## config.mk

```make
export PLATFORM = sky130hd
export DESIGN_NAME = dcache_port_arb
export DESIGN_NICKNAME = d
export VERILOG_FILES = /design/src/rtl/dcache_port_arb.sv
export SDC_FILE = /design/constraint.sdc
export NUM_CORES = 1
export LEC_CHECK = 0
export CAP_MARGIN = 20
export CORE_MARGIN = 2
export CORE_UTILIZATION = 34
export CTS_BUF_LIST = sky130_fd_sc_hd__clkbuf_4 sky130_fd_sc_hd__clkbuf_8 sky130_fd_sc_hd__clkbuf_16
export DETAILED_ROUTE_END_ITERATION = 10
export GPL_TIMING_DRIVEN = 0
export PLACE_DENSITY = 0.78
export SYNTH_ARGS = -nofsm -noshare
export SYNTH_HDL_FRONTEND = slang
export SYNTH_SLANG_ARGS = --single-unit
```

## constraint.sdc

```tcl
create_clock -name clock -period 1.68 [get_ports clock]
set_input_delay 0.336 -clock clock [delete_from_list [all_inputs] [get_ports clock]]
set_output_delay 0.336 -clock clock [all_outputs]
set_load 0.02 [all_outputs]
```

## src/rtl/dcache_port_arb.sv

```systemverilog
// rtl/dcache_port_arb.sv - single data-cache port arbiter between load and store units
//
// Purpose: grants the one D-cache port to either the load or the store unit,
// issues the latched command for the length of the transaction, reports the
// completion back to the owner and aborts a transaction the cache never answers.
//
// Ports:
//   clock, reset                  single clock, synchronous active-high reset
//   ld_req/ld_addr/ld_size        load request (held until ld_grant)
//   st_req/st_addr/st_data/st_size store request (held until st_grant)
//   flush                         squash the in-flight load result
//   Dcache2proc_data/_done        cache read data and completion strobe
//   proc2Dcache_command/addr/data/size  issued command and latched operands
//   ld_grant, st_grant            one-cycle grant pulses (combinational)
//   ld_done/ld_data, st_done      completion pulses (combinational)
//   busy, timeout_err             transaction outstanding / watchdog abort

module dcache_port_arb #(
   parameter int XLEN    = 32,
   parameter int TIMEOUT = 255
) (
   input  logic            clock,
   input  logic            reset,
   input  logic            ld_req,
   input  logic [XLEN-1:0] ld_addr,
   input  logic [1:0]      ld_size,
   input  logic            st_req,
   input  logic [XLEN-1:0] st_addr,
   input  logic [XLEN-1:0] st_data,
   input  logic [1:0]      st_size,
   input  logic            flush,
   input  logic [XLEN-1:0] Dcache2proc_data,
   input  logic            Dcache2proc_done,
   output logic [1:0]      proc2Dcache_command,
   output logic [XLEN-1:0] proc2Dcache_addr,
   output logic [XLEN-1:0] proc2Dcache_data,
   output logic [1:0]      proc2Dcache_size,
   output logic            ld_grant,
   output logic            st_grant,
   output logic            ld_done,
   output logic [XLEN-1:0] ld_data,
   output logic            st_done,
   output logic            busy,
   output logic            timeout_err
);

   typedef enum logic [1:0] {
      IDLE    = 2'd0,
      LD_BUSY = 2'd1,
      ST_BUSY = 2'd2
   } state_t;

   localparam logic [1:0] BUS_NONE  = 2'd0;
   localparam logic [1:0] BUS_LOAD  = 2'd1;
   localparam logic [1:0] BUS_STORE = 2'd2;

   // The watchdog fires in the BUSY cycle that would take the counter to
   // TIMEOUT, i.e. the TIMEOUT-th busy cycle without a completion.
   localparam logic [7:0] TO_LAST = 8'(TIMEOUT - 1);

   state_t          state_q, state_d;
   logic            last_grant_q, last_grant_d;   // 1 = store was granted last
   logic            squash_q, squash_d;
   logic [7:0]      cnt_q, cnt_d;
   logic [XLEN-1:0] addr_q, addr_d;
   logic [XLEN-1:0] data_q, data_d;
   logic [1:0]      size_q, size_d;

   always_ff @(posedge clock) begin
      if (reset) begin
         state_q      <= IDLE;
         last_grant_q <= 1'b1;
         squash_q     <= 1'b0;
         cnt_q        <= 8'd0;
         addr_q       <= '0;
         data_q       <= '0;
         size_q       <= 2'd0;
      end else begin
         state_q      <= state_d;
         last_grant_q <= last_grant_d;
         squash_q     <= squash_d;
         cnt_q        <= cnt_d;
         addr_q       <= addr_d;
         data_q       <= data_d;
         size_q       <= size_d;
      end
   end

   always_comb begin
      state_d             = state_q;
      last_grant_d        = last_grant_q;
      squash_d            = squash_q;
      cnt_d               = cnt_q;
      addr_d              = addr_q;
      data_d              = data_q;
      size_d              = size_q;
      proc2Dcache_command = BUS_NONE;
      proc2Dcache_addr    = addr_q;
      proc2Dcache_data    = data_q;
      proc2Dcache_size    = size_q;
      ld_grant            = 1'b0;
      st_grant            = 1'b0;
      ld_done             = 1'b0;
      ld_data             = '0;
      st_done             = 1'b0;
      busy                = 1'b0;
      timeout_err         = 1'b0;

      if (reset) begin
         // Outputs are forced quiet while reset is high, even though the
         // state register still holds a busy state until the clock edge.
         proc2Dcache_addr = '0;
         proc2Dcache_data = '0;
         proc2Dcache_size = 2'd0;
      end else begin
         case (state_q)
            IDLE: begin
               // Load wins unless a store is also waiting and load went last.
               if (ld_req && (!st_req || last_grant_q)) begin
                  ld_grant     = 1'b1;
                  state_d      = LD_BUSY;
                  last_grant_d = 1'b0;
                  squash_d     = flush;
                  cnt_d        = 8'd0;
                  addr_d       = ld_addr;
                  data_d       = '0;
                  size_d       = ld_size;
               end else if (st_req) begin
                  st_grant     = 1'b1;
                  state_d      = ST_BUSY;
                  last_grant_d = 1'b1;
                  squash_d     = 1'b0;
                  cnt_d        = 8'd0;
                  addr_d       = st_addr;
                  data_d       = st_data;
                  size_d       = st_size;
               end
            end
            LD_BUSY, ST_BUSY: begin
               busy = 1'b1;
               if (Dcache2proc_done) begin
                  // A completion in the watchdog cycle still counts as normal.
                  proc2Dcache_command = (state_q == LD_BUSY) ? BUS_LOAD : BUS_STORE;
                  if (state_q == LD_BUSY) begin
                     if (!(squash_q || flush)) begin
                        ld_done = 1'b1;
                        ld_data = Dcache2proc_data;
                     end
                  end else begin
                     st_done = 1'b1;
                  end
                  state_d  = IDLE;
                  squash_d = 1'b0;
               end else if (cnt_q == TO_LAST) begin
                  timeout_err = 1'b1;
                  cnt_d       = cnt_q + 8'd1;
                  state_d     = IDLE;
                  squash_d    = 1'b0;
               end else begin
                  proc2Dcache_command = (state_q == LD_BUSY) ? BUS_LOAD : BUS_STORE;
                  cnt_d               = cnt_q + 8'd1;
                  if (state_q == LD_BUSY && flush) begin
                     squash_d = 1'b1;
                  end
               end
            end
            default: state_d = IDLE;
         endcase
      end
   end

endmodule

```

**After elaboration in Yosys (flattened, before gate mapping)**

Index checks and enable logic that the tools add are counted.

- Add/subtract/negate cells: 1
- Multipliers: 0
- Divide/modulo/power cells: 0
- Order comparisons: 0
- Equal/unequal tests: 7
- Shifts and indexed selects: 0
- Multiplexer cells: 58
- Bitwise gates (word level): 0
- Reductions and logical operators: 13

Operators by type and width:

| cell | number |
|---|---|
| 2-to-1 mux 32 bit | 11 |
| 2-to-1 mux 1 bit | 29 |
| 2-to-1 mux 2 bit | 12 |
| 2-to-1 mux 8 bit | 3 |
| one-hot mux 8 bit (2 select lines) | 1 |
| adder 8 x 1 -> 8 bit (second input constant) | 1 |
| equality test 8 bit (second input constant) | 1 |
| inequality test 3 bit (second input constant) | 2 |
| AND reduction 3 bit | 2 |
| inequality test 4 bit (second input constant) | 1 |
| one-hot mux 2 bit (2 select lines) | 1 |
| AND reduction 2 bit | 2 |
| nonzero test 2 bit | 2 |
| equality test 2 x 1 -> 1 bit (second input constant) | 1 |
| equality test 2 bit (second input constant) | 1 |
| logical AND 1 bit | 2 |
| zero test 2 bit | 1 |
| logical OR 1 bit | 2 |
| inequality test 2 bit (second input constant) | 1 |
| one-hot mux 1 bit (2 select lines) | 1 |
| OR reduction 2 bit | 1 |
| zero test 1 bit | 1 |

- Flip-flop bits (word level): 78
- Bits in latches: 0
- RAM bits: 0
- ROM bits: 0
- Input bits: 138
- Output and inout port bits: 106
- Logic and storage cells: 86
- Memories kept: 0

**Depth between registers and ports, before layout**

Gate-level depths: netlist of run 1.

- Depth after elaboration: 6
- Gate-level depth with buffers: 8
- Gate-level depth less buffers: 7

**Worst setup path after synthesis of run 1**

OpenSTA, ideal clock, no wires.

- Path type: register -> output
- From: reg state_q[0]
- To: out ld_data[22]
- Data arrival time: 1.802 ns
- Slack: -0.458 ns
- Stages on the path, launching flop included: 9
- Path buffers: 1
- Cell sequence: dfxtp_1 inv_1 ha_1 nand2b_4 inv_2 nand2_1 nor4_4 buf_2 and2_1

- Word-level cells in the longest chain between the ends: 5

Ends and longest elaborated chain:

| what | RTL line | source |
|---|---|---|
| start: declaration | 61 | `state_t state_q, state_d;` |
| start signal: assignment | 79 | `state_q <= state_d;` |
| equality test 2 x 1 -> 1 bit | 116, 144 |  |
| 2-to-1 mux 32 bit | 144 | `if (state_q == LD_BUSY) begin` |
| 2-to-1 mux 32 bit | 141 | `if (Dcache2proc_done) begin` |
| 2-to-1 mux 32 bit * | 116 | `case (state_q)` |
| 2-to-1 mux 32 bit * | 109 | `if (reset) begin` |
| end: declaration | 41 | `output logic [XLEN-1:0] ld_data,` |

Every way passes the cells marked *; elsewhere a longest branch is shown, timed or not.

**Worst setup path after layout of run 1**

- From: reg state_q[1]
- To: out ld_data[18]

Same word-level chain as after synthesis.

==> results.yml, run 1 <==
outcome:
  status: "complete, but fails checks"
  violations: "setup timing"
final_layout:
  post-route-cell-area_um2: 7239
  area.growth.synth_to_final_pct: 82.35
  layout.cells.non_filler: 845
  nets: 841
  diodes: 0
  drive_gt1_share_pct: 30.06
global_route:
  grt_usage_pct: 20.77
  antenna_found_initial: 0
  grt_pass1_vias: 4278
  grt_overflow: 0
  grt_max_degree: 14
  grt_pass1_wl_mm: 20.93
power:
  internal_power_mw: 4.079
  combinationalPowerShare_pct: 27.9
  power_density_nw_per_um2: 784.2
  power_mw: 5.677
  seq_power_share_pct: 37.0
  ir_drop_uv: 501.6
  power.leakage_nw: 3.250
  clock_power_share_pct: 35.1
  p_sw_mw: 1.598
  swShare_pct: 28.15
yosys:
  syn_inst: 426
  synthTopCellsByArea: "dfxtp_1, nor2b_1, mux2i_1"
  synth_top_area_cell: "dfxtp_1"
  seq_area_frac_synth_pct: 39.33
  synth-edff-count: 0
  synth_flop_cell: "dfxtp_1"
  ys_warn_count: 0
  postSynthNetCount: 570
  avgSynthCellArea_um2: 9.319
  synth_common_cells: "dfxtp_1, nor2b_1, nor2_1"
  synth_area_um2: 3970
  async_reset_ff_share_pct: 0
  ys_ff_latch: 78
  yosysMostFrequentCell: "dfxtp_1"
  synth_top_area_share_pct: 39.33
  synth_cell_types: 46
worst_setup_path:
  critPathBufInv: 5
  crit_arrival_ns: 1.92
  cp-start-kind: "flop"
  path_cells: "inv_4 > ha_4 > nand2b_4 > clkinv_4 > nand2_4 > nor4_4 > buf_4 > buf_8 > and2_4 > buf_6"
  crit_fanout: 5
  worstSetupPathType: "flop to output pin"
  cp_top_family: "buffers and inverters"
  worstPathRequired_ns: 1.34
  cp_slowest_stage_delay_ns: 0.36
  crit_path_end_kind: "output pin"
  crit_slowest_cell: "dfxtp_4"
clocking:
  clock_latency_ns: 0.33
  numCtsBuffers: 9
  clk_pin_slew_ns: 0.06
  cts_tree: "done"
  htreeDepth: 3
  clock-sinks: 78
  clock-root-buffer: "clkbuf_16"
  max-clock-path-buffers: 2
sta:
  hold_viol: 0
  rsz0062_at_grt: "true"
  whs_ns: 0.4805
  period_needed_ns: 2.258
  fin_crit_sh_pct: 134.4
  setup_viol: 42
  clock.fmax_mhz: 442.8
  worst_pin_slew_ns: 0.5680
  drv_slew: 0
  relSlewSlack_pct: 62.13
  fin_ws_ns: -0.5783
  finClkSkew_ns: 0.004933
detailed_routing:
  drt-pass1-iter-count: 4
  wl_mm: 13.56
  viasPerCell: 4.878
  wl_per_cell_um: 16.04
  num_vias: 4122
  drt-initial-drc-count: 177
  drc: 0
  final_antenna_net_count: 0
floorplan:
  rows: 39
  start_util_pct: 34.77
  dieArea_um2: 12560
  die_x_um: 112.1
  io_pins: 244
  coreArea_um2: 11420
  die_y_um: 112.1
place:
  hpwl_mm: 10.21
  gp_congestion: 0.8106
  place_ws_ns: -1.293
  placed_cell_area_um2: 6688
  port-buffer-count: 242
  dpl.cell_count: 811
run:
  max_cap_violations: 0
min_path:
  hp-class: "primary input to flop"
-- metal layers --
metal / GRT usage [%] / wire length [um] / up-vias
li1: - / - / 2039
met1: 22.22 / 5169 / 1884
met2: 38.55 / 7068 / 174
met3: 6.425 / 1050 / 25
met4: 7.398 / 268 / 0
met5: 0 / 0 / -
-- layout make-up --
| class | count | area (um2) |
|---|---|---|
| fillers | 964 | 4179 |
| repair buffers | 261 | 2499 |
| multi-input cells | 305 | 2344 |
| flip-flops and latches | 78 | 1572 |
| plain buffers | 34 | 300.3 |
| clock buffers | 12 | 254.0 |
| well taps | 143 | 178.9 |
| clock inverters | 4 | 55.05 |
| inverters | 8 | 37.54 |
-- logic make-up (layout without fill, tap and decap cells) --
kind of cell / after synthesis / count (layout) / synth area share, %
muxes: 35 / 35 / 8.825
adders and majority gates: 6 / 6 / 1.891
DFF: 78 / 78 / 39.33
and+or+nand+nor: 167 / 167 / 24.05
buffers and inverters: 43 / 319 / 6.524
xor gates and xnor gates: 4 / 4 / 0.8824
AOI/OAI and AO/OA: 93 / 93 / 18.50
-- layout by cell type (no fill, tap or decap), drive strengths merged, types with 3 or more instances in the layout --
cell type        n
dfxtp           78
and3             3
nand2            5
buf             90
ha               6
mux2i           35
dlygate4sd2     34
inv              8
a21oi            7
o2111ai          4
nor2            43
xor2             4
a22o            34
a211oi          34
and2            33
clkdlybuf4s50  133
nor2b           67
clkbuf          38
and2b            3
o21ai            5
nor3             3
clkdlybuf4s15   11
-- registers in the layout (all words and copies together), names as in the netlist --
name,cells
squash_q,1
cnt_q,8
state_q,2
data_q,32
addr_q,32
last_grant_q,1
size_q,2
-- power by group through the flow --
stage / combinational (mW) / clock, mW / sequential (mW)
4_1_cts: 1.54 / 2.03 / 2.10
2_1_floorplan: 0.829 / 0 / 2.12
3_3_place_gp: 1.50 / 0 / 2.13
5_1_grt: 1.71 / 2.11 / 2.12
3_5_place_dp: 1.53 / 0 / 2.14
6_report: 1.58 / 2.00 / 2.10
-- worst register-to-register path, delay by kind of cell (launching register included) --
kind	cells	cell delay (ns)
AOI/OAI and AO/OA	2	0.25
adders and majority gates	1	0.24
buffers and inverters	2	0.21
DFF	1	0.33
and+or+nand+nor	2	0.63
-- metrics by stage --
stage          setup TNS (ns)  util (%)
4_1_cts                -18.82     62.90
2_1_floorplan          -8.219         -
3_5_place_dp          -104.31     58.57
3_3_place_gp          -102.79     58.57
6_report               -18.97     63.40
5_1_grt                -22.23     63.40
-- worst paths after layout --
kind                    from     endpoint  slack [ns]  depth (start not counted)
setup reg to reg  state_q[0]     cnt_q[7]       -0.05                          7
setup / recovery  state_q[1]  ld_data[18]       -0.58                         10
hold reg to reg   addr_q[10]   addr_q[10]        0.49                          2
hold / removal         reset    data_q[2]        0.48                          3
-- timing repair --
item	CTS	global route
resized for setup	403	79
hold endpoints to repair	0	0
hold buffers	0	0
setup buffers	12	5
cloned	1	1
pin swaps	11	8
setup endpoints to repair	161	140
No activity file was read; power rests on OpenSTA's default activity.
==> run 2, diff against run 1 <==
==> constraint.sdc (replaced) <==
create_clock -name clock -period 1.68 [get_ports clock]
set_input_delay 0.336 -clock clock [delete_from_list [all_inputs] [get_ports clock]]
set_output_delay 0.336 -clock clock [all_outputs]
set_load 0.05 [all_outputs]
==> run 2 against run 1 <==
Effect of this change: the flow still finishes with violations (setup timing); register-to-register slack about the same; worst hold slack improved by 0.0041 ns; clock skew is 0.00067 ns higher; sequential power barely moved; non-clock buffer count is the same; clock-buffer cell count shrank 1.
==> results.yml, run 2 (synthesized netlist as in run 1, its figures left out) <==
sta:
  finClkSkew_ns: 0.005604
  setup_viol: 42
  fin_crit_sh_pct: 135.1
  hold_viol: 0
  period_needed_ns: 2.270
  clock.fmax_mhz: 440.5
  rsz0062_at_grt: "true"
  relSlewSlack_pct: 61.95
  worst_pin_slew_ns: 0.5730
  fin_ws_ns: -0.5899
  drv_slew: 0
power:
  p_sw_mw: 1.855
  combinationalPowerShare_pct: 31.3
  internal_power_mw: 4.247
  clock_power_share_pct: 34.2
  ir_drop_uv: 688.0
  power_mw: 6.101
  swShare_pct: 30.40
  power.leakage_nw: 3.258
  seq_power_share_pct: 34.5
  power_density_nw_per_um2: 814.9
worst_setup_path:
  critPathBufInv: 5
  path_cells: "inv_2 > ha_4 > nand2b_4 > inv_8 > nand2_4 > nor4_4 > buf_6 > buf_8 > and2_4 > buf_8"
  crit_arrival_ns: 1.93
  crit_path_end_kind: "output pin"
  crit_fanout: 10
  worstPathRequired_ns: 1.34
  crit_top_cell: "buf_8"
  worstSetupPathType: "flop to output pin"
  rrSetupSlack_ns: -0.06
  cp_top_family: "buffers and inverters"
  crit_slowest_cell: "dfxtp_2"
  cp-start-kind: "flop"
  cp_slowest_stage_delay_ns: 0.34
detailed_routing:
  drt-pass1-iter-count: 4
  num_vias: 4160
  viasPerCell: 4.917
  wl_per_cell_um: 16.19
  drc: 0
  drt-initial-drc-count: 153
  final_antenna_net_count: 0
  wl_mm: 13.70
global_route:
  grt_pass1_vias: 4286
  grt_max_degree: 14
  grt_usage_pct: 21.07
  grt_pass1_wl_mm: 21.22
  antenna_found_initial: 0
  grt_overflow: 0
clocking:
  clock-sinks: 78
  max-clock-path-buffers: 2
  clk_pin_slew_ns: 0.06
  htreeDepth: 3
  cts_tree: "done"
  clock_latency_ns: 0.33
  numCtsBuffers: 9
  holdBufCountCts: 0
  clock-root-buffer: "clkbuf_16"
floorplan:
  coreArea_um2: 11420
  io_pins: 244
  dieArea_um2: 12560
  start_util_pct: 34.77
  rows: 39
  die_x_um: 112.1
  die_y_um: 112.1
place:
  gp_congestion: 0.8548
  hpwl_mm: 10.43
  dpl.cell_count: 811
  port-buffer-count: 242
final_layout:
  final_common_cell: "clkdlybuf4s50_1"
  drive_gt1_share_pct: 41.45
  fin_util_pct: 65.57
  layout.cells.non_filler: 846
  largestRegisters: "addr_q: 32 flops, data_q: 32 flops, cnt_q: 8 flops"
  area.growth.synth_to_final_pct: 88.59
  nets: 841
  final_cell_mix: "clkdlybuf4s50_1, dfxtp_1, buf_2, buf_8, nor2_1"
run:
  max_cap_violations: 0
outcome:
  status: "complete, but fails checks"
  violations: "setup timing"
min_path:
  hp-class: "primary input to flop"
## run 2: stage by stage
| step | area, um2 | setup slack (ns) | TNS [ns] | hold slack (ns) |
|---|---|---|---|---|
| finish | 7487 | -0.5899 | -20.20 | 0.4846 |
| global placement | 6923 | -1.528 | -120.96 | 0.4683 |
| CTS | 7515 | -0.7572 | -25.13 | 0.4705 |
| floorplan | 4322 | -0.3853 | -16.99 | 0.4537 |
| global route | 7485 | -0.6992 | -24.44 | 0.5160 |
| detailed placement | 6923 | -1.556 | -124.81 | 0.4901 |
## run 2: worst min-delay path, cell delays in order
cell and delay, ns:
buf_4 0.17, nor2b_1 0.08, a22o_1 0.19
## run 2: final cells by class
class	count	area (um2)
Clock buffer	11	240.2
Multi-Input combinational cell	305	2556
Inverter	8	37.54
Antenna cell	1	2.502
Tap cell	143	178.9
Buffer	33	289.0
Clock inverter	5	82.58
Sequential cell	78	1565
Fill cell	932	3931
Timing Repair Buffer	262	2535
## run 2: layer usage
| metal | vias to the layer above | part of all wire [%] | track usage (%) |
|---|---|---|---|
| met2 | 188 | 52 | 39.31 |
| li1 | 2036 | - | - |
| met1 | 1928 | 39 | 22.71 |
| met5 | - | 0 | 0 |
| met4 | 0 | 0.85 | 5.528 |
| met3 | 8 | 8.9 | 7.289 |
## run 2: path summary, 6_finish.rpt
path / start / to / cells past startpoint
setup / recovery: state_q[0] / ld_data[23] / 10
hold / removal: reset / data_q[0] / 3
setup reg to reg: state_q[1] / cnt_q[7] / 7
hold reg to reg: addr_q[7] / addr_q[7] / 2
## run 2: repair_timing
item | in CTS | in global routing
pin swaps | 27 | 9
endpoints found under the hold margin | 0 | 0
resized for setup | 625 | 91
gates cloned | 2 | 0
buffers inserted | 14 | 4
setup endpoints to repair | 142 | 159
## run 2: power by group through the flow
stage	Clock [mW]	Sequential (mW)	Combinational (mW)
CTS	2.13	2.10	1.87
finish	2.09	2.10	1.91
detailed placement	0	2.15	1.85
global route	2.21	2.12	2.03
floorplan	0	2.12	1.16
global placement	0	2.14	1.82
==> run 3, diff against run 2 <==
==> config.mk (replaced) <==
export PLATFORM = sky130hd
export DESIGN_NAME = dcache_port_arb
export DESIGN_NICKNAME = d
export VERILOG_FILES = /design/src/rtl/dcache_port_arb.sv
export SDC_FILE = /design/constraint.sdc
export NUM_CORES = 1
export LEC_CHECK = 0
export CAP_MARGIN = 20
export CORE_MARGIN = 2
export CORE_UTILIZATION = 35
export CTS_BUF_LIST = sky130_fd_sc_hd__clkbuf_4 sky130_fd_sc_hd__clkbuf_8
export DETAILED_ROUTE_END_ITERATION = 10
export GPL_TIMING_DRIVEN = 0
export PLACE_DENSITY = 0.8
export SYNTH_ARGS = -nofsm -noshare
export SYNTH_HDL_FRONTEND = slang
export SYNTH_SLANG_ARGS = --single-unit
==> run 3 against run 2 <==
Effect of this change: the flow still finishes with violations (setup timing); register-to-register slack worse by 0.04 ns; core utilization up 3.1 points; largest power group unchanged; highest routed layer unchanged; maximum frequency down 3.6%; critical path type unchanged; sequential share of layout area about the same; clock skew up 0.0025 ns.
==> results.yml, run 3 (synthesized netlist as in run 1, its figures left out) <==
sta:
  clock.fmax_mhz: 424.8
  fin_crit_sh_pct: 140.1
  fin_ws_ns: -0.6739
  relSlewSlack_pct: 60.84
  worst_pin_slew_ns: 0.5897
  finClkSkew_ns: 0.008078
  drv_slew: 0
  hold_viol: 0
  whs_ns: 0.4984
  period_needed_ns: 2.354
  finalSetupTns_ns: -22.91
  rsz0062_at_grt: "true"
  setup_viol: 42
detailed_routing:
  drt-pass1-iter-count: 5
  wl_mm: 14.21
  drt-initial-drc-count: 172
  final_antenna_net_count: 0
  num_vias: 4291
  viasPerCell: 5.072
  wl_per_cell_um: 16.80
  drc: 0
floorplan:
  die_x_um: 110.5
  coreArea_um2: 10940
  rows: 38
  start_util_pct: 36.30
  dieArea_um2: 12210
  die_y_um: 110.5
  io_pins: 244
power:
  internal_power_mw: 3.688
  seq_power_share_pct: 37.9
  power_density_nw_per_um2: 737.9
  combinationalPowerShare_pct: 35.5
  p_sw_mw: 1.856
  power.leakage_nw: 3.249
  ir_drop_uv: 471.8
  clock_power_share_pct: 26.6
  swShare_pct: 33.48
clocking:
  cts_tree: "done"
  holdBufCountCts: 0
  max-clock-path-buffers: 2
  htreeDepth: 3
  numCtsBuffers: 9
  clock-sinks: 78
  clock_latency_ns: 0.36
  clock-root-buffer: "clkbuf_8"
  clk_pin_slew_ns: 0.08
worst_setup_path:
  crit_fanout: 5
  cp_slowest_stage_delay_ns: 0.36
  cp-start-kind: "flop"
  critPathBufInv: 5
  worst_r2r_endpoint: "cnt_q[4]"
  rrSetupSlack_ns: -0.10
  worstPathRequired_ns: 1.34
  worstSetupPathType: "flop to output pin"
  crit_slowest_cell: "dfxtp_2"
  crit_arrival_ns: 2.02
  crit_path_end_kind: "output pin"
  path_cells: "inv_2 > ha_4 > nand2b_4 > inv_8 > nand2_4 > nor4_4 > buf_4 > buf_6 > and2_4 > buf_8"
  cp_top_family: "buffers and inverters"
  ff2ff_path_depth: 7
  reg2reg_from: "state_q[0]"
global_route:
  grt_pass1_wl_mm: 22.09
  grt_max_degree: 14
  grt_usage_pct: 22.11
  grt_overflow: 0
  grt_pass1_vias: 4424
  antenna_found_initial: 0
final_layout:
  diodes: 0
  final_cell_mix: "clkdlybuf4s50_1, dfxtp_1, buf_8, buf_2, nor2_1"
  nets: 845
  post-route-cell-area_um2: 7513
  area.growth.synth_to_final_pct: 89.25
  drive_gt1_share_pct: 41.22
  largestRegisters: "addr_q: 32 flops, data_q: 32 flops, cnt_q: 8 flops"
  final_common_cell: "clkdlybuf4s50_1"
  fin_util_pct: 68.71
  num-fill-cells: 831
min_path:
  holdPathStages: 2
  hp-start: "addr_q[8]"
  hp-class: "flop to flop"
  holdPathEnd: "addr_q[8]"
place:
  port-buffer-count: 242
  place_ws_ns: -1.549
  hpwl_mm: 10.60
  gp_congestion: 0.8996
  placed_cell_area_um2: 6919
run:
  max_cap_violations: 0
outcome:
  violations: "setup timing"
  status: "complete, but fails checks"
==> run 3: cell count changes in the layout (fill, tap and decap cells not counted), moves of 2 or more <==
| cell | delta |
|---|---|
| buf_12 | +2 |
| buf_2 | -4 |
| clkbuf_8 | +11 |
| nor2b_2 | -3 |
| and2b_2 | -2 |
| clkbuf_2 | -8 |
| clkdlybuf4s15_2 | +4 |
| clkbuf_16 | -9 |
| nor2b_1 | +3 |
| clkdlybuf4s18_2 | +4 |
| and2b_4 | +2 |
==> run 3: worst min-delay path, stage by stage (launching register included) <==
cell,delay (ns)
dfxtp_1,0.31
nor2_1,0.09
a211oi_1,0.05
==> run 3: what timing repair did <==
| action | 4_1_cts | 5_1_grt |
|---|---|---|
| resized for setup | 651 | 69 |
| setup endpoints to repair | 108 | 85 |
| buffers inserted | 11 | 9 |
| pin swaps | 28 | 9 |
| cloned | 3 | 0 |
==> run 3: metal layers <==
metal | track usage, % | vias up | wire length (um)
li1 | - | 2039 | -
met1 | 23.56 | 2042 | 5438
met2 | 41.27 | 189 | 7471
met3 | 6.915 | 21 | 1041
met4 | 7.000 | 0 | 260
met5 | 0 | - | 0
==> run 3: metrics by stage <==
stage	std cells	power (mW)
2_1_floorplan	426	3.280
3_3_place_gp	808	3.959
3_5_place_dp	808	3.999
4_1_cts	838	5.447
5_1_grt	846	5.780
6_report	846	5.544
==> run 3: area by class of cell <==
class,count,area (um2),area share (%)
Timing Repair Buffer,264,2590,34.47
Inverter,8,37.54,0.4996
Multi-Input combinational cell,305,2591,34.49
Clock buffer,11,145.1,1.932
Buffer,35,349.1,4.646
Tap cell,140,175.2,2.331
Sequential cell,78,1568,20.87
Clock inverter,5,57.56,0.7660
==> run 3: worst max path at each step <==
stage                           startpoint     endpoint  slack, ns  cells after the start
final                           state_q[1]  ld_data[28]      -0.67                     10
after global routing            state_q[1]  ld_data[28]      -0.75                     10
after CTS                       state_q[1]   ld_data[5]      -0.67                     10
after detailed placement  Dcache2proc_done   ld_data[5]      -1.55                      6
after global placement    Dcache2proc_done  ld_data[16]      -1.50                      6
after floorplan                 state_q[0]  ld_data[22]      -0.39                      8
==> run 3: power by group through the flow <==
stage                     sequential, mW  clock [mW]  combinational, mW
final                               2.10        1.47               1.97
after global routing                2.12        1.57               2.09
after CTS                           2.10        1.49               1.85
after detailed placement            2.15           0               1.85
after global placement              2.14           0               1.82
after floorplan                     2.12           0               1.16
